[config.mk]
export PLATFORM = sky130hd
export DESIGN_NAME = uart_rx
export DESIGN_NICKNAME = d
export VERILOG_FILES = /design/src/rtl/uart_pkg.sv /design/src/rtl/uart_rx_edge_bit_cnt.sv /design/src/rtl/uart_rx.sv
export SDC_FILE = /design/constraint.sdc
export NUM_CORES = 1
export LEC_CHECK = 0
export CELL_PAD_IN_SITES_DETAIL_PLACEMENT = 0
export CELL_PAD_IN_SITES_GLOBAL_PLACEMENT = 2
export CORE_MARGIN = 2
export CORE_UTILIZATION = 35
export DETAILED_ROUTE_END_ITERATION = 8
export PLACE_DENSITY_LB_ADDON = 0.12
export SLEW_MARGIN = 30
export SYNTH_ARGS = -nofsm -noshare
export SYNTH_HDL_FRONTEND = slang
export SYNTH_SLANG_ARGS = --single-unit
[constraint.sdc]
create_clock -name CLK -period 1.8 [get_ports CLK]
set_input_delay 0.36 -clock CLK [delete_from_list [all_inputs] [get_ports CLK]]
set_output_delay 0.36 -clock CLK [all_outputs]
set_load 0.05 [all_outputs]
[src/rtl/uart_pkg.sv]
// Shared UART definitions: receiver state encoding and the line-level bit
// constants used by both the transmitter and the receiver.
package uart_pkg;

  typedef enum logic [2:0] {
    IDLE,
    START,
    DATA,
    PARITY,
    STOP
  } rx_state_e;

  localparam logic PAR_EVEN  = 1'b0;
  localparam logic PAR_ODD   = 1'b1;
  localparam logic START_BIT = 1'b0;
  localparam logic STOP_BIT  = 1'b1;

endpackage

[src/rtl/uart_rx_edge_bit_cnt.sv]
// Bit-timing counters for the UART receiver.
// edgeCnt walks 0..OVERSAMPLE-1 inside each bit and bitCnt walks the data bits.
// The module produces a strobe at the last oversample tick of a bit and at the
// sampling tick chosen by the receiver.
module uart_rx_edge_bit_cnt
  import uart_pkg::*;
#(
  parameter int OVERSAMPLE = 8,
  parameter int DATA_W     = 8,
  parameter int SAMPLE_IDX = OVERSAMPLE / 2
) (
  input  logic i_clock,
  input  logic i_reset,
  input  logic i_en,
  input  logic i_clr,
  input  logic i_bitInc,
  output logic [((DATA_W > 1) ? $clog2(DATA_W) : 1)-1:0] o_bitCnt,
  output logic o_bitEnd,
  output logic o_samplePt
);

  localparam int EW = $clog2(OVERSAMPLE);
  localparam int BW = (DATA_W > 1) ? $clog2(DATA_W) : 1;

  logic [EW-1:0] r_edgeCnt;
  logic [BW-1:0] r_bitCnt;
  logic          w_bitEnd;

  assign w_bitEnd   = (r_edgeCnt == EW'(OVERSAMPLE - 1));
  assign o_bitEnd   = w_bitEnd;
  assign o_samplePt = (r_edgeCnt == EW'(SAMPLE_IDX));
  assign o_bitCnt   = r_bitCnt;

  // Advance the oversample tick; at the end of a bit wrap it and step the data-bit index.
  always_ff @(posedge i_clock) begin
    if (i_reset || i_clr) begin
      r_edgeCnt <= '0;
      r_bitCnt  <= '0;
    end else if (i_en) begin
      if (w_bitEnd) begin
        r_edgeCnt <= '0;
        if (i_bitInc) begin
          r_bitCnt <= (r_bitCnt == BW'(DATA_W - 1)) ? '0 : r_bitCnt + 1'b1;
        end
      end else begin
        r_edgeCnt <= r_edgeCnt + 1'b1;
      end
    end
  end

endmodule

[src/rtl/uart_rx.sv]
// UART receiver: start bit, DATA_W data bits LSB first, optional parity, one stop bit.
// The serial input is synchronised, oversampled and checked for parity and stop errors.
// Optional build macro UART_RX_MAJORITY_EN decides each bit by a 2-of-3 vote around
// the bit centre, one tick later than the single-sample build.
module uart_rx
  import uart_pkg::*;
#(
  parameter int OVERSAMPLE = 8,
  parameter int DATA_W     = 8
) (
  input  logic              CLK,
  input  logic              RST,
  input  logic              RX_IN,
  input  logic              PAR_EN,
  input  logic              PAR_TYP,
  output logic [DATA_W-1:0] P_DATA,
  output logic              Data_Valid,
  output logic              par_err,
  output logic              stp_err,
  output logic              busy
);

  localparam int BW = (DATA_W > 1) ? $clog2(DATA_W) : 1;

  logic              r_sync1;
  logic              r_sync2;
  logic              w_rxS;
  logic              w_bit;
  rx_state_e         r_state;
  rx_state_e         w_nextState;
  logic [DATA_W-1:0] r_shift;
  logic [DATA_W-1:0] r_pData;
  logic              r_dataValid;
  logic              r_parErr;
  logic              r_stpErr;
  logic              r_parEn;
  logic              r_parTyp;
  logic              r_frameErr;
  logic              w_cntEn;
  logic              w_cntClr;
  logic              w_bitInc;
  logic              w_latchCfg;
  logic              w_shiftEn;
  logic              w_parFail;
  logic              w_stopFail;
  logic              w_frameDone;
  logic [BW-1:0]     w_bitCnt;
  logic              w_bitEnd;
  logic              w_samplePt;

  assign w_rxS = r_sync2;

`ifdef UART_RX_MAJORITY_EN
  localparam int SAMPLE_IDX = OVERSAMPLE / 2 + 1;

  logic [1:0] r_hist;

  // Keep the two previous synchronised samples so the vote can see three ticks.
  always_ff @(posedge CLK) begin
    if (RST) begin
      r_hist <= 2'b11;
    end else begin
      r_hist <= {r_hist[0], w_rxS};
    end
  end

  assign w_bit = (r_hist[1] & r_hist[0]) | (r_hist[1] & w_rxS) | (r_hist[0] & w_rxS);
`else
  localparam int SAMPLE_IDX = OVERSAMPLE / 2;

  assign w_bit = w_rxS;
`endif

  // Two-flop synchroniser for the asynchronous serial line, idling high.
  always_ff @(posedge CLK) begin
    if (RST) begin
      r_sync1 <= 1'b1;
      r_sync2 <= 1'b1;
    end else begin
      r_sync1 <= RX_IN;
      r_sync2 <= r_sync1;
    end
  end

  uart_rx_edge_bit_cnt #(
    .OVERSAMPLE (OVERSAMPLE),
    .DATA_W     (DATA_W),
    .SAMPLE_IDX (SAMPLE_IDX)
  ) u_cnt (
    .i_clock    (CLK),
    .i_reset    (RST),
    .i_en       (w_cntEn),
    .i_clr      (w_cntClr),
    .i_bitInc   (w_bitInc),
    .o_bitCnt   (w_bitCnt),
    .o_bitEnd   (w_bitEnd),
    .o_samplePt (w_samplePt)
  );

  // Frame state register.
  always_ff @(posedge CLK) begin
    if (RST) begin
      r_state <= IDLE;
    end else begin
      r_state <= w_nextState;
    end
  end

  // Next-state decode plus the strobes that drive the datapath and counters.
  always_comb begin
    w_nextState = r_state;
    w_cntEn     = 1'b1;
    w_cntClr    = 1'b0;
    w_bitInc    = 1'b0;
    w_latchCfg  = 1'b0;
    w_shiftEn   = 1'b0;
    w_parFail   = 1'b0;
    w_stopFail  = 1'b0;
    w_frameDone = 1'b0;
    case (r_state)
      IDLE: begin
        if (w_rxS == START_BIT) begin
          w_nextState = START;
          w_latchCfg  = 1'b1;
        end else begin
          w_cntEn  = 1'b0;
          w_cntClr = 1'b1;
        end
      end
      START: begin
        if (w_samplePt && (w_bit != START_BIT)) begin
          w_nextState = IDLE;
          w_cntClr    = 1'b1;
        end else if (w_bitEnd) begin
          w_nextState = DATA;
        end
      end
      DATA: begin
        w_bitInc = 1'b1;
        if (w_samplePt) begin
          w_shiftEn = 1'b1;
        end
        if (w_bitEnd && (w_bitCnt == BW'(DATA_W - 1))) begin
          w_nextState = r_parEn ? PARITY : STOP;
        end
      end
      PARITY: begin
        if (w_samplePt && (w_bit != ((^r_shift) ^ r_parTyp))) begin
          w_parFail = 1'b1;
        end
        if (w_bitEnd) begin
          w_nextState = STOP;
        end
      end
      STOP: begin
        if (w_samplePt) begin
          w_nextState = IDLE;
          w_cntClr    = 1'b1;
          if (w_bit == STOP_BIT) begin
            w_frameDone = !r_frameErr;
          end else begin
            w_stopFail = 1'b1;
          end
        end
      end
      default: begin
        w_nextState = IDLE;
        w_cntClr    = 1'b1;
      end
    endcase
  end

  // Shift register, frame configuration latch, sticky error flag and result pulses.
  always_ff @(posedge CLK) begin
    if (RST) begin
      r_shift     <= '0;
      r_pData     <= '0;
      r_dataValid <= 1'b0;
      r_parErr    <= 1'b0;
      r_stpErr    <= 1'b0;
      r_parEn     <= 1'b0;
      r_parTyp    <= 1'b0;
      r_frameErr  <= 1'b0;
    end else begin
      r_dataValid <= w_frameDone;
      r_parErr    <= w_parFail;
      r_stpErr    <= w_stopFail;
      if (w_latchCfg) begin
        r_parEn    <= PAR_EN;
        r_parTyp   <= PAR_TYP;
        r_frameErr <= 1'b0;
      end else if (w_parFail) begin
        r_frameErr <= 1'b1;
      end
      if (w_shiftEn) begin
        r_shift <= {w_bit, r_shift[DATA_W-1:1]};
      end
      if (w_frameDone) begin
        r_pData <= r_shift;
      end
    end
  end

  assign P_DATA     = r_pData;
  assign Data_Valid = r_dataValid;
  assign par_err    = r_parErr;
  assign stp_err    = r_stpErr;
  assign busy       = (r_state != IDLE);

endmodule

# Word-level counts from Yosys, hierarchy flattened
# Index checks and enable logic that the tools add are counted.
[classes]
n_addsub = 2
eq_ne = 13
mux = 24
bitwise_logic = 3
n_reduce_logical = 13
[ops]
columns = ["cell", "n"]
rows = [
  ["3-bit two-way mux", 9],
  ["3-bit case mux with 5 select lines", 1],
  ["1-bit two-way mux", 13],
  ["3-bit == test (second input constant)", 4],
  ["2-bit != test (second input constant)", 4],
  ["8-bit parity", 1],
  ["3-bit by 1-bit adder with 3-bit output (second input constant)", 2],
  ["3-bit by 2-bit == test with 1-bit output (second input constant)", 2],
  ["5-bit AND reduction", 1],
  ["1-bit case mux with 4 select lines", 1],
  ["2-bit OR reduction", 2],
  ["3-bit by 1-bit == test with 1-bit output (second input constant)", 1],
  ["1-bit logical AND", 3],
  ["3-bit zero test", 1],
  ["3-bit != test (second input constant)", 1],
  ["3-bit AND reduction", 1],
  ["3-bit nonzero test", 1],
  ["3-bit OR reduction", 1],
  ["1-bit inverter", 2],
  ["1-bit zero test", 1],
  ["1-bit logical OR", 1],
  ["1-bit != test", 1],
  ["1-bit XOR", 1],
]
[word_totals]
ff_bits = 33
inputBits = 5
out_inout_bits = 12
elab_cells = 68

# Longest topological paths before layout
# Gate-level depths: netlist of run 1.
[logic_depth]
depth_word = 6
depth_mapped = 6
ltp_nobuf = 6

# By module
# Synthesis of run 1 repeated with hierarchy kept, for this count alone.
[hier_totals]
cells_unflattened = 155
hier_area_um2 = 1532.7
[modules_own_cells]
columns = ["mod", "instances", "cells_per_inst", "area_each_um2", "seq_area_each_um2"]
rows = [
  ["uart_rx", 1, 121, 1177.4, 540.5],
  ["uart_rx_edge_bit_cnt", 1, 34, 355.3, 120.1],
]

# Least setup slack after synthesis of run 1
# No wires, ideal clock.
[synth_timing]
path_type = "flip-flop to flip-flop"
start = "register u_cnt.r_edgeCnt[0]"
end = "register r_shift[3]"
setup_ns = 0.128
arrival_ns = 1.437
required_time_ns = 1.672
setup_slack_ns = 0.235
path_stages_with_launch = 7
path_buffers = 0
period_less_slack_ns = 1.565
path_cell_list = "dfxtp_1 -> inv_1 -> ha_1 -> nand2_1 -> nor4_4 -> mux2i_1 -> nor2_1"
[synth_via]
elab_chain_cells = 3
[synth_lines]
columns = ["item", "line_no", "text"]
rows = [
  ["from (decl)", "uart_rx_edge_bit_cnt.sv:25", "logic [EW-1:0] r_edgeCnt;"],
  ["from (signal assigned)", "uart_rx_edge_bit_cnt.sv:46", "r_edgeCnt <= r_edgeCnt + 1'b1;"],
  ["3-bit == test", "uart_rx_edge_bit_cnt.sv:31", "assign o_samplePt = (r_edgeCnt == EW'(SAMPLE_IDX));"],
  ["1-bit two-way mux", "uart_rx.sv:140", "if (w_samplePt) begin"],
  ["1-bit two-way mux", "uart_rx.sv:120", "case (r_state)"],
  ["to (signal assigned)", "uart_rx.sv:196", "r_shift <= {w_bit, r_shift[DATA_W-1:1]};"],
  ["to (decl)", "uart_rx.sv:31", "logic [DATA_W-1:0] r_shift;"],
]
# Every way passes these cells.
# A chain may end at the register's enable or synchronous reset.

# Worst setup path after layout of run 1
[layout_timing]
start = "register u_cnt.r_edgeCnt[0]"
end = "register u_cnt.r_edgeCnt[0]"
[layout_via]
elab_chain_cells = 5
word_cells_on_any_way = 9
classes_between = "add/sub: 1; eq/ne: 2; mux: 4; reduce/logical: 2"
[layout_lines]
columns = ["item", "line_no", "text"]
rows = [
  ["3-bit == test", "uart_rx_edge_bit_cnt.sv:31", ""],
  ["1-bit logical AND", "uart_rx.sv:131", "if (w_samplePt && (w_bit != START_BIT)) begin"],
  ["1-bit two-way mux", "uart_rx.sv:131", ""],
  ["1-bit case mux with 4 select lines", "uart_rx.sv:120", ""],
  ["1-bit logical OR", "uart_rx_edge_bit_cnt.sv:36", "if (i_reset || i_clr) begin"],
]
# Parallel ways exist; a longest one is shown, timed or not.

==> results of run 1 <==
[power by group through the flow]
stage / Sequential [mW] / Combinational, mW / Clock, mW
after global placement: 0.757 / 0.0756 / 0
after detailed placement: 0.757 / 0.0760 / 0
after global routing: 0.740 / 0.0829 / 0.624
after floorplan: 0.756 / 0.0442 / 0
after CTS: 0.740 / 0.0768 / 0.593
final: 0.740 / 0.0761 / 0.572
[layer usage]
metal,wire (um),part of all wire [%],up-vias,global-route usage [%]
met5,0,0,-,0
met4,44,1.4,0,4.58
met3,119,3.9,5,5.38
met2,1530,50,19,23.5
met1,1380,45,523,16.2
li1,-,-,563,-
[worst min-delay path by stage]
| stage | to | slack (ns) | cells past startpoint |
|---|---|---|---|
| after global placement | r_sync2$_SDFF_PP1_ | 0.40 | 1 |
| after CTS | r_sync2$_SDFF_PP1_ | 0.42 | 1 |
| after floorplan | r_sync2$_SDFF_PP1_ | 0.39 | 1 |
| after detailed placement | r_sync2$_SDFF_PP1_ | 0.40 | 1 |
| final | r_sync2$_SDFF_PP1_ | 0.42 | 1 |
| after global routing | r_sync2$_SDFF_PP1_ | 0.44 | 1 |
[flip-flops by register name, indices dropped and copies added, names as in the netlist, 3 cells and up]
signal	count
r_shift	8
u_cnt.o_bitCnt	3
u_cnt.r_edgeCnt	3
P_DATA	8
r_state	3
[critical path: cells and delay by family (launching register included)]
family          cells  cell delay [ns]
flops               1             0.38
buf+inv             1             0.06
simple gates        2             0.49
fa+ha+maj           1             0.24
compound gates      2             0.37
[metrics by stage]
stage / instances / utilization, % / hold WS, ns / area (um2)
finish: 223 / 45.6 / 0.418 / 1850
detailed placement: 216 / 43.1 / 0.403 / 1750
CTS: 223 / 45.4 / 0.423 / 1840
global route: 223 / 45.6 / 0.437 / 1850
floorplan: 150 / - / 0.389 / 1500
global placement: 216 / 43.1 / 0.398 / 1750
[layout make-up]
class / count / area [um2] / area share (%)
repair buffers: 23 / 220 / 11.9
well taps: 50 / 62.6 / 3.38
clock inverters: 1 / 7.51 / 0.406
multi-input cells: 105 / 797 / 43.1
inverters: 5 / 18.8 / 1.01
flip-flops and latches: 33 / 661 / 35.7
clock buffers: 6 / 82.6 / 4.47
[cell families (layout without fill, tap and decap cells)]
kind of cell | Yosys count | after routing | synth area share, %
compound gates | 17 | 17 | 7.68
xor+xnor | 8 | 8 | 5.59
fa+ha+maj | 5 | 5 | 4.17
buf+inv | 12 | 35 | 3.34
flops | 33 | 33 | 44.1
mux | 21 | 21 | 14.0
simple gates | 54 | 54 | 21.1
[what timing repair did]
item | in CTS | in global routing
endpoints found under the setup margin | 0 | 3
buffers inserted | 0 | 0
gates resized for setup | 0 | 1
endpoints found under the hold margin | 0 | 0
[Yosys cell counts (2+ instances only)]
cell                       count
sky130_fd_sc_hd__nand2b_1      2
sky130_fd_sc_hd__nor2_1       26
sky130_fd_sc_hd__dfxtp_1      33
sky130_fd_sc_hd__nand2_1       3
sky130_fd_sc_hd__a21oi_1       6
sky130_fd_sc_hd__o21ai_0       3
sky130_fd_sc_hd__mux2i_1      21
sky130_fd_sc_hd__ha_1          5
sky130_fd_sc_hd__nor4_2        3
sky130_fd_sc_hd__or2_2         2
sky130_fd_sc_hd__xnor2_1       6
sky130_fd_sc_hd__a32oi_1       2
sky130_fd_sc_hd__inv_1         4
sky130_fd_sc_hd__nand3_1       3
sky130_fd_sc_hd__clkbuf_1      5
sky130_fd_sc_hd__or3_1         2
sky130_fd_sc_hd__nor3_1        4
==> results.txt, run 1 <==
- Status: finished clean
- The via count of the first global-routing pass came to approximately 1100.
- Worst supply voltage drop on vdd: ~0.44 mV
* Standard cell with the maximum stage delay on the critical path: sky130_fd_sc_hd__dfxtp_1
* Worst hold path type: reg -> reg
* Die height: about 69 um
* Starting utilization of the core area: 36.9%
- The number of hold buffers added after CTS was 0.
- STA classifies the critical path endpoint as a flop.
- Die ar.: 4820 um2
- The startpoint identified for the worst register-to-register timing path is u_cnt.r_edgeCnt[0]$_SDFFE_PP0P_.
- In the final routed layout, each cell accounts on average for about 14 um.
- Remaining antenna violation count: 0
- In this run the core area contains 23 standard-cell rows.
- Critical path launch point type: flop
- After synthesis, flip-flops and latches occupy 44.1% of the total area.
* Syn Area/Cell: 9.99 um2
* Post-synth design cell area: about 1500 um2
* First DRT Iteration DRCs: between 80 and 90
- CP arrival: about 1.8 ns
* Clock tree from TritonCTS: done
- The total overflow left after global routing is 0.
* Worst Reg2Reg Path Length in Cells: 6
- Counting the fill cells in the layout gives roughly 390.
- Clock sink count: 33
- For this run, the top clock speed supported by timing is 613 MHz.
- Static Leak: ~0.70 nW
- Critical Path Sink: u_cnt.r_edgeCnt[0]$_SDFFE_PP0P_
* Detailed Route WL: a little over 3000 um
- The number of antenna violations at the first check in global routing is 0.
- For the pin with the worst max-slew slack, the measured transition is 0.500 ns.
* Share of the synthesized area in the top cell type: 44.1%
- I/O pins: 17
* Share of async-settable or async-resettable flops after synthesis: 0%
- Per report_power, the combinational group accounts for under 10% of the total.
* Period utilization: 90.7%
- Post-layout min period: 1.63 ns
* Reg2reg setup slack: ~0.17 ns
- Setup repair after global routing left no endpoint under its margin.
- The first TritonRoute pass finished after 4 iterations.
- Layout cell share with drive strength beyond 1: approximately a fifth
- Latest clock arrival within the worst-skew pair: 0.29 ns
- Net switching power: 0.314 mW
* Clock Root Buffer: sky130_fd_sc_hd__clkbuf_8
- Critical path peak fanout: 6
* Clock slew seen by the registers of the worst setup and hold paths: 0.07 ns
- Sequential group share of total power: 53.3%
- Most common cell after layout, fill and taps aside: sky130_fd_sc_hd__dfxtp_1
* Final GP Congestion: between 0.7 and 0.8
- No sink is reached through more buffers than the 2 on the longest clock path.
- For this run, the slowest stage of the critical path takes 0.38 ns.
- Top_reg_cell synth: sky130_fd_sc_hd__dfxtp_1
- In this run the worst setup path begins at u_cnt.r_edgeCnt[0]$_SDFFE_PP0P_.
- The die is 69.4 um wide.
- Buffers placed on the I/O ports in this run total 16.
- The internal portion of the total power is 1.07 mW.
- CTS H-tree lvls: 2
* Wire length of the first global-routing pass: 5330 um
- Dominant cells by area after synthesis: sky130_fd_sc_hd__dfxtp_1 (44%), sky130_fd_sc_hd__mux2i_1 (14%), sky130_fd_sc_hd__nor2_1 (6.5%)
- Aggregate global-route resource usage: 14.0%
* Switching share of power: 22.6%
- Post-synth net total: 160
* Average via count per standard cell: 4.98
- After layout, the worst setup slack is between 0.15 and 0.2 ns.
- Setup violations remaining at the end of the flow were counted as 0.
* Power per cell area: about 750 nW/um2
- Data on the critical path is required at its endpoint by 2.00 ns.
- Setup WS pre-CTS: roughly 0.11 ns
- Total Negative Setup Slacks: 0 ns
- In this run the standard cell core region covers 4060 um2.
* Overall via count from detail_route: between 1000 and 1500
- Number of pins exceeding their max-slew limit in the final report: 0
- Maximum Capacitance Violations: 0
- Number of warnings reported in the yosys synthesis log: 0
- Number of enable flip-flop cells after synthesis: 0
- After synthesis the netlist holds a flip-flop and latch count of 33.
* TritonCTS buffer count: 5
* Final setup skew: 0.00660 ns
- Inserted Diodes: 0
* Final routed DRC violation total: 0
- Dominant cell type by area after synthesis: sky130_fd_sc_hd__dfxtp_1
- Measured against its own limit, the worst slew margin works out to between 60% and 70%.
- Final layout net count: 183
* Endpoint of the most critical register-to-register path: u_cnt.r_edgeCnt[0]$_SDFFE_PP0P_
- Most used cells in the layout excluding fill and tap cells: sky130_fd_sc_hd__dfxtp_1 (33), sky130_fd_sc_hd__nor2_1 (26), sky130_fd_sc_hd__mux2i_1 (21)
* Post-Synthesis Cells: 150
- Area overhead of the layout relative to synthesis: 23.4%
- The startpoint identified for the worst hold timing path is r_sync1$_SDFF_PP1_.
- Entering global routing, the biggest net connects 29 pins.
- The completed layout was analyzed and its total power is 1.39 mW.
* Endpoints failing hold: 0
- Worst path cell trace: inv_1 -> ha_1 -> nand2_1 -> a21boi_2 -> o21bai_2 -> nor4_2
* Post-synthesis cell type count: 37
- The share of total power dissipated in the clock network is 41.2%.
* Final HPWL DP: 2170 um
- The critical path in this run is classified as reg -> reg.
(Power assumes the default switching activity.)
==> inputs of run 2 (changes only) <==
--- a/config.mk
+++ b/config.mk
@@ -10,7 +10,9 @@
 export CORE_MARGIN = 2
 export CORE_UTILIZATION = 35
 export DETAILED_ROUTE_END_ITERATION = 8
+export MAX_ROUTING_LAYER = met4
 export PLACE_DENSITY_LB_ADDON = 0.12
+export SKIP_CTS_REPAIR_TIMING = 1
 export SLEW_MARGIN = 30
 export SYNTH_ARGS = -nofsm -noshare
 export SYNTH_HDL_FRONTEND = slang
==> results.txt, run 2 (synthesis gave the netlist of run 1 again) <==
* Worst supply voltage drop on vdd: 0.437 mV
- The startpoint identified for the worst register-to-register timing path is u_cnt.r_edgeCnt[0]$_SDFFE_PP0P_.
- Summed over all layers, the routed wires come to 3070 um.
* Max-Slew Margin vs Limit: 66.1%
- Detailed placement finished with a half-perimeter wire length of 2170 um.
* Aggregate global-route resource usage: 14.4%
- Clock tree from TritonCTS: done
- CP Launch Point: r_state[1]$_SDFFE_PP0P_
* Layout cell share with drive strength beyond 1: 21.4%
- Clock group share of total power: 41.1%
* Average via count per standard cell: about 5
* Clock slew seen by the registers of the worst setup and hold paths: approximately 0.06 ns
- First DRT Iteration DRCs: 68
- Between clock sinks in the finished design, the worst skew comes to 0.00663 ns.
- Kind of critical path: reg -> out
- Summed over all layers, the global routing overflow is 0.
- For the final routed database, the setup TNS stands at 0 ns.
- Across the run, the number of max-cap violations was 0.
* Maximum clock frequency: between 600 and 700 MHz
- CTS H-tree lvls: 2
* Core region area: ~4100 um2
- The worst setup path is captured at an output pin.
* Number of pins exceeding their max-slew limit in the final report: 0
- Switching share of power: 22.5%
- The first TritonRoute pass finished after 4 iterations.
- Average routed wire per standard cell: around 14 um
* Die height: 69.4 um
* Largest net degree at the start of global routing: 29
- In this run the most critical hold path is launched from r_sync1$_SDFF_PP1_.
- Filler cells: 389
* Inserted Diodes: 0
- Counting cells, the worst reg-to-reg path comes to 6.
* Most common cell after layout, fill and taps aside: sky130_fd_sc_hd__dfxtp_1
- Most used cells in the layout excluding fill and tap cells: sky130_fd_sc_hd__dfxtp_1 (33), sky130_fd_sc_hd__nor2_1 (26), sky130_fd_sc_hd__mux2i_1 (21)
* Clock sink count: 33
- In this run the horizontal extent of the chip is 69.4 um.
- Via count of the first global-routing pass: 1138
- In this run, flip-flops and latches consume between 50 and 60% of the power.
* Clock Root Buffer: sky130_fd_sc_hd__clkbuf_8
- The analysis attributes to cell leakage a power of 0.704 nW.
- For the pin with the worst max-slew slack, the measured transition is 0.505 ns.
- Finish-stage setup viols: 0
- Wire length of the first global-routing pass: around 5300 um
- Along the worst hold path, the cell count comes to 1.
- Clock latency on the worst-skew pair, taken at its later pin, is about 0.29 ns.
- The run finished with clean final reports.
- Starting utilization of the core area: roughly 37%
* Number of input and output port buffers inserted: 16
- Net switching power: 0.312 mW
* Standard-cell row count: 23
* Endpoints failing hold: 0
* Area overhead of the layout relative to synthesis: 23.4%
- Remaining antenna violation count: 0
- The completed layout was analyzed and its total power is about 1.4 mW.
- The die covers 4820 um2.
- Critical path launch point type: flop
* Combinational share of power: 5.5%
* Power Internal: 1.07 mW
* Unrepaired setup endpoints after global routing: false
* Post-layout min period: 1.63 ns
* Number of antenna violations at the first check in global routing: 0
* Max Root-Sink Buffers: 2
- For the worst setup path, the data required time is about 1.4 ns.
* Power per cell area: 750 nW/um2
* CP arrival: 1.27 ns
- In this run the count of I/O pins placed on the die edge is 17.
* Period utilization: 90.5%
- Final routed DRC violation total: 0
- Final layout net count: 183
- The final route contains between 1000 and 1500 vias.
* Critical path peak fanout: 6
* TritonCTS buffer count: 5
* Final GP Congestion: approximately 0.77
* Worst hold path type: reg -> reg
## run 2: cell counts in the layout (fill, tap and decap cells not counted)
Identical to the previous run, type by type.
## run 2: critical path, cell delays in order, from the launching register on
cell	delay, ns
sky130_fd_sc_hd__dfxtp_1	0.38
sky130_fd_sc_hd__or3_1	0.44
sky130_fd_sc_hd__buf_12	0.17
## run 2: final timing paths
| check | slack (ns) | to |
|---|---|---|
| worst max-delay path | 0.17 | busy |
| worst min-delay path | 0.42 | r_sync2$_SDFF_PP1_ |
| worst max register to register | 0.17 | u_cnt.r_edgeCnt[0]$_SDFFE_PP0P_ |
| worst min register to register | 0.42 | r_sync2$_SDFF_PP1_ |
## run 2: power by group through the flow
stage                     Combinational [mW]  Sequential (mW)  Clock, mW
after floorplan                       0.0442            0.756          0
after global placement                0.0756            0.757          0
after detailed placement              0.0760            0.757          0
after CTS                             0.0768            0.740      0.593
after global routing                  0.0829            0.740      0.624
final                                 0.0761            0.740      0.570
## run 2: through the flow
stage,instances,cell area (um2),hold slack [ns],util [%],setup WS [ns]
after floorplan,150,1500,0.389,-,0.235
final,223,1850,0.418,45.6,0.172
after global routing,223,1850,0.437,45.6,0.0236
after CTS,223,1840,0.423,45.4,0.109
after detailed placement,216,1750,0.403,43.1,0.108
after global placement,216,1750,0.398,43.1,0.216
## run 2: area by class of cell
| cell class | instances | area (um2) | area share (%) |
|---|---|---|---|
| clock buffer | 6 | 82.6 | 4.47 |
| clock inverter | 1 | 7.51 | 0.406 |
| inverter | 5 | 18.8 | 1.01 |
| multi-input combinational | 105 | 797 | 43.1 |
| sequential | 33 | 661 | 35.7 |
| tap | 50 | 62.6 | 3.38 |
| timing repair buffer | 23 | 220 | 11.9 |
## run 2: metal layers
metal  wire (um)  GRT usage [%]
met2        1560           23.5
met3         151           5.38
met5           0              -
met4          44           4.58
met1        1320           16.3
==> patch (settings of run 1) <==
Build with the macro `UART_RX_MAJORITY_EN` defined.
--- a/src/rtl/uart_rx.sv
+++ b/src/rtl/uart_rx.sv
@@ -2,6 +2,8 @@
 // The serial input is synchronised, oversampled and checked for parity and stop errors.
 // Optional build macro UART_RX_MAJORITY_EN decides each bit by a 2-of-3 vote around
 // the bit centre, one tick later than the single-sample build.
+`define UART_RX_MAJORITY_EN
+
 module uart_rx
   import uart_pkg::*;
 #(
Behaviour: not the same (a bounded check fails within 10 cycles, from zero or initial values and one cycle with RST high).
==> patch against run 1 <==
Clock power down 3%; critical path type is now reg2out; sequential cell count up 2; setup slack worse by 0.11 ns; total power up 3.7%; routed wire length up 1.7%; final area up 2.4%; largest cell class unchanged; fmax down 6.2%; highest routed layer unchanged; first-iteration DRC count down 32%; area after synthesis up 6.3%.
==> patch: results (changes against run 1) <==
Yosys
  – Yosys cell types: 39 (+5.4%)
  – Async S/R FF share, synth: 0% (unchanged)
  – Largest cells by area after synthesis: dfxtp_1 44%, mux2i_1 14%, nor2_1 6.1%, ha_1 3.9%, xnor3_1 2.8%
  – Post-synth top cells: 35 x dfxtp_1, 26 x nor2_1, 22 x mux2i_1
  – Post-synthesis sequential area ratio: 44.0% (-0.12 points)
  – Syn nets: 168 (+5.0%)

Finish
  – Final nets: 189 (+3.3%)
  – Filler cells: 430 (+11%)
  – Share of cells above drive strength 1: 21.1% (-0.28 points)

Pwr
  – Static leakage: 0.838 nW (+19%)
  – Peak supply drop: 0.373 mV (-15%)

Route
  – 1st-iter DRT viols: 60 (-32%)
  – Wirelength per Cell: 13.5 µm (-2.3%)
  – Via Count: 1163 (+4.8%)
  – DR pass1 iterations: 5 (+1)

Critical path
  – CP max FO: 1 (-5)
  – R2r worst-path depth: 6 (unchanged)
  – Reg-to-reg endpoint: r_shift[4]$_SDFFE_PP0P_
  – CP peak stage delay: 0.79 ns (+0.41 ns)
  – Crit path arrival time: 1.38 ns (-0.45 ns)
  – CP top delay family: buffers and inverters
  – Crit-path slowest cell: clkdlybuf4s50_1

Clocking
  – # resized after CTS: 1 (+1)
  – Clock latency on the worst-skew pair: 0.28 ns
  – Post-CTS setup buffer count: 0 (unchanged)

Outcome
  – Status: completed

Floorplanning
  – Area of the die: 5110 µm² (+6.0%)
  – Core Region: 4380 µm² (+8.0%)

Placement
  – Post-Place Setup Slack: 0.183 ns (+0.0749 ns)
  – Post-DP HPWL: 2130 µm (-1.7%)
  – Routability cong.: 0.717 (-5.1%)

Hold path
  – WHS Endpoint: r_sync2$_SDFF_PP1_

GRT
  – GRT Util Overall: 13.2% (-0.80 points)
  – Largest net degree at the start of global routing: 20 (-31%)
  – Gr ovfl total: 0 (unchanged)
  – Global-route wire length before repair: 5190 µm (-2.6%)
  – Number of global-route vias before repair: 1082 (-5.2%)

Timing
  – Slew Limit Headroom: 66.5% (+0.14 points)
  – Setup skew after layout: 0.00618 ns (-0.000418 ns)
  – Fin. Hold Viols: 0 (unchanged)
==> patch: changes by cell type after synthesis, sizes merged, moves of 3 or more <==
cell    change
buf         +4
a211oi      +6
nor4        -5
a21o        +3
==> patch: where the power goes <==
part           total [mW]  internal [mW]  leakage (nW)  switching [mW]
clock network       0.554          0.270        0.0412           0.283
registers           0.793          0.782         0.283          0.0110
logic              0.0941         0.0447         0.514          0.0494
total                1.44           1.10         0.838           0.344
==> patch: per-layer routing <==
metal / up-vias / track usage (%) / part of all wire (%) / wire length, µm
met2: 20 / 18.1 / 42 / 1310
met1: 545 / 19.3 / 53 / 1650
met5: - / 0 / 0 / 0
met3: 5 / 3.80 / 3.8 / 119
li1: 593 / - / - / -
met4: 0 / 5.03 / 1.5 / 48
==> patch: per-stage QoR <==
stage | instance area [µm²] | std cells | hold WS (ns)
global route | 1890 | 232 | 0.439
detailed placement | 1810 | 224 | 0.397
floorplan | 1590 | 158 | 0.389
finish | 1890 | 232 | 0.412
global placement | 1810 | 224 | 0.394
CTS | 1890 | 232 | 0.413
==> patch: how the worst max path moves through the flow <==
stage | startpoint | endpoint | slack, ns | depth (start not counted)
floorplan | r_state[1]$_SDFFE_PP0P_ | r_parEn$_SDFFE_PP0P_ | 0.14 | 5
global placement | r_state[0]$_SDFFE_PP0P_ | r_parTyp$_SDFFE_PP0P_ | 0.21 | 4
detailed placement | u_cnt.r_edgeCnt[0]$_SDFFE_PP0P_ | r_shift[7]$_SDFFE_PP0P_ | 0.18 | 6
CTS | par_err$_SDFF_PP0_ | par_err | 0.04 | 1
global route | par_err$_SDFF_PP0_ | par_err | 0.02 | 1
finish | par_err$_SDFF_PP0_ | par_err | 0.06 | 1
==> patch: area by class of cell <==
cell class / count / area, µm² / area share, %
clock buffer: 6 / 72.6 / 3.83
clock inverter: 2 / 12.5 / 0.661
inverter: 3 / 11.3 / 0.594
multi-input combinational: 111 / 833 / 44.0
sequential: 35 / 702 / 37.1
tap: 52 / 65.1 / 3.43
timing repair buffer: 23 / 198 / 10.4
==> patch: logic make-up after synthesis <==
| group | Yosys count | synth area share [%] |
|---|---|---|
| fa+ha+maj | 6 | 4.63 |
| compound gates | 24 | 10.2 |
| flops | 35 | 44.0 |
| simple gates | 52 | 17.6 |
| mux | 22 | 13.8 |
| xor+xnor | 7 | 6.04 |
| buf+inv | 12 | 3.77 |
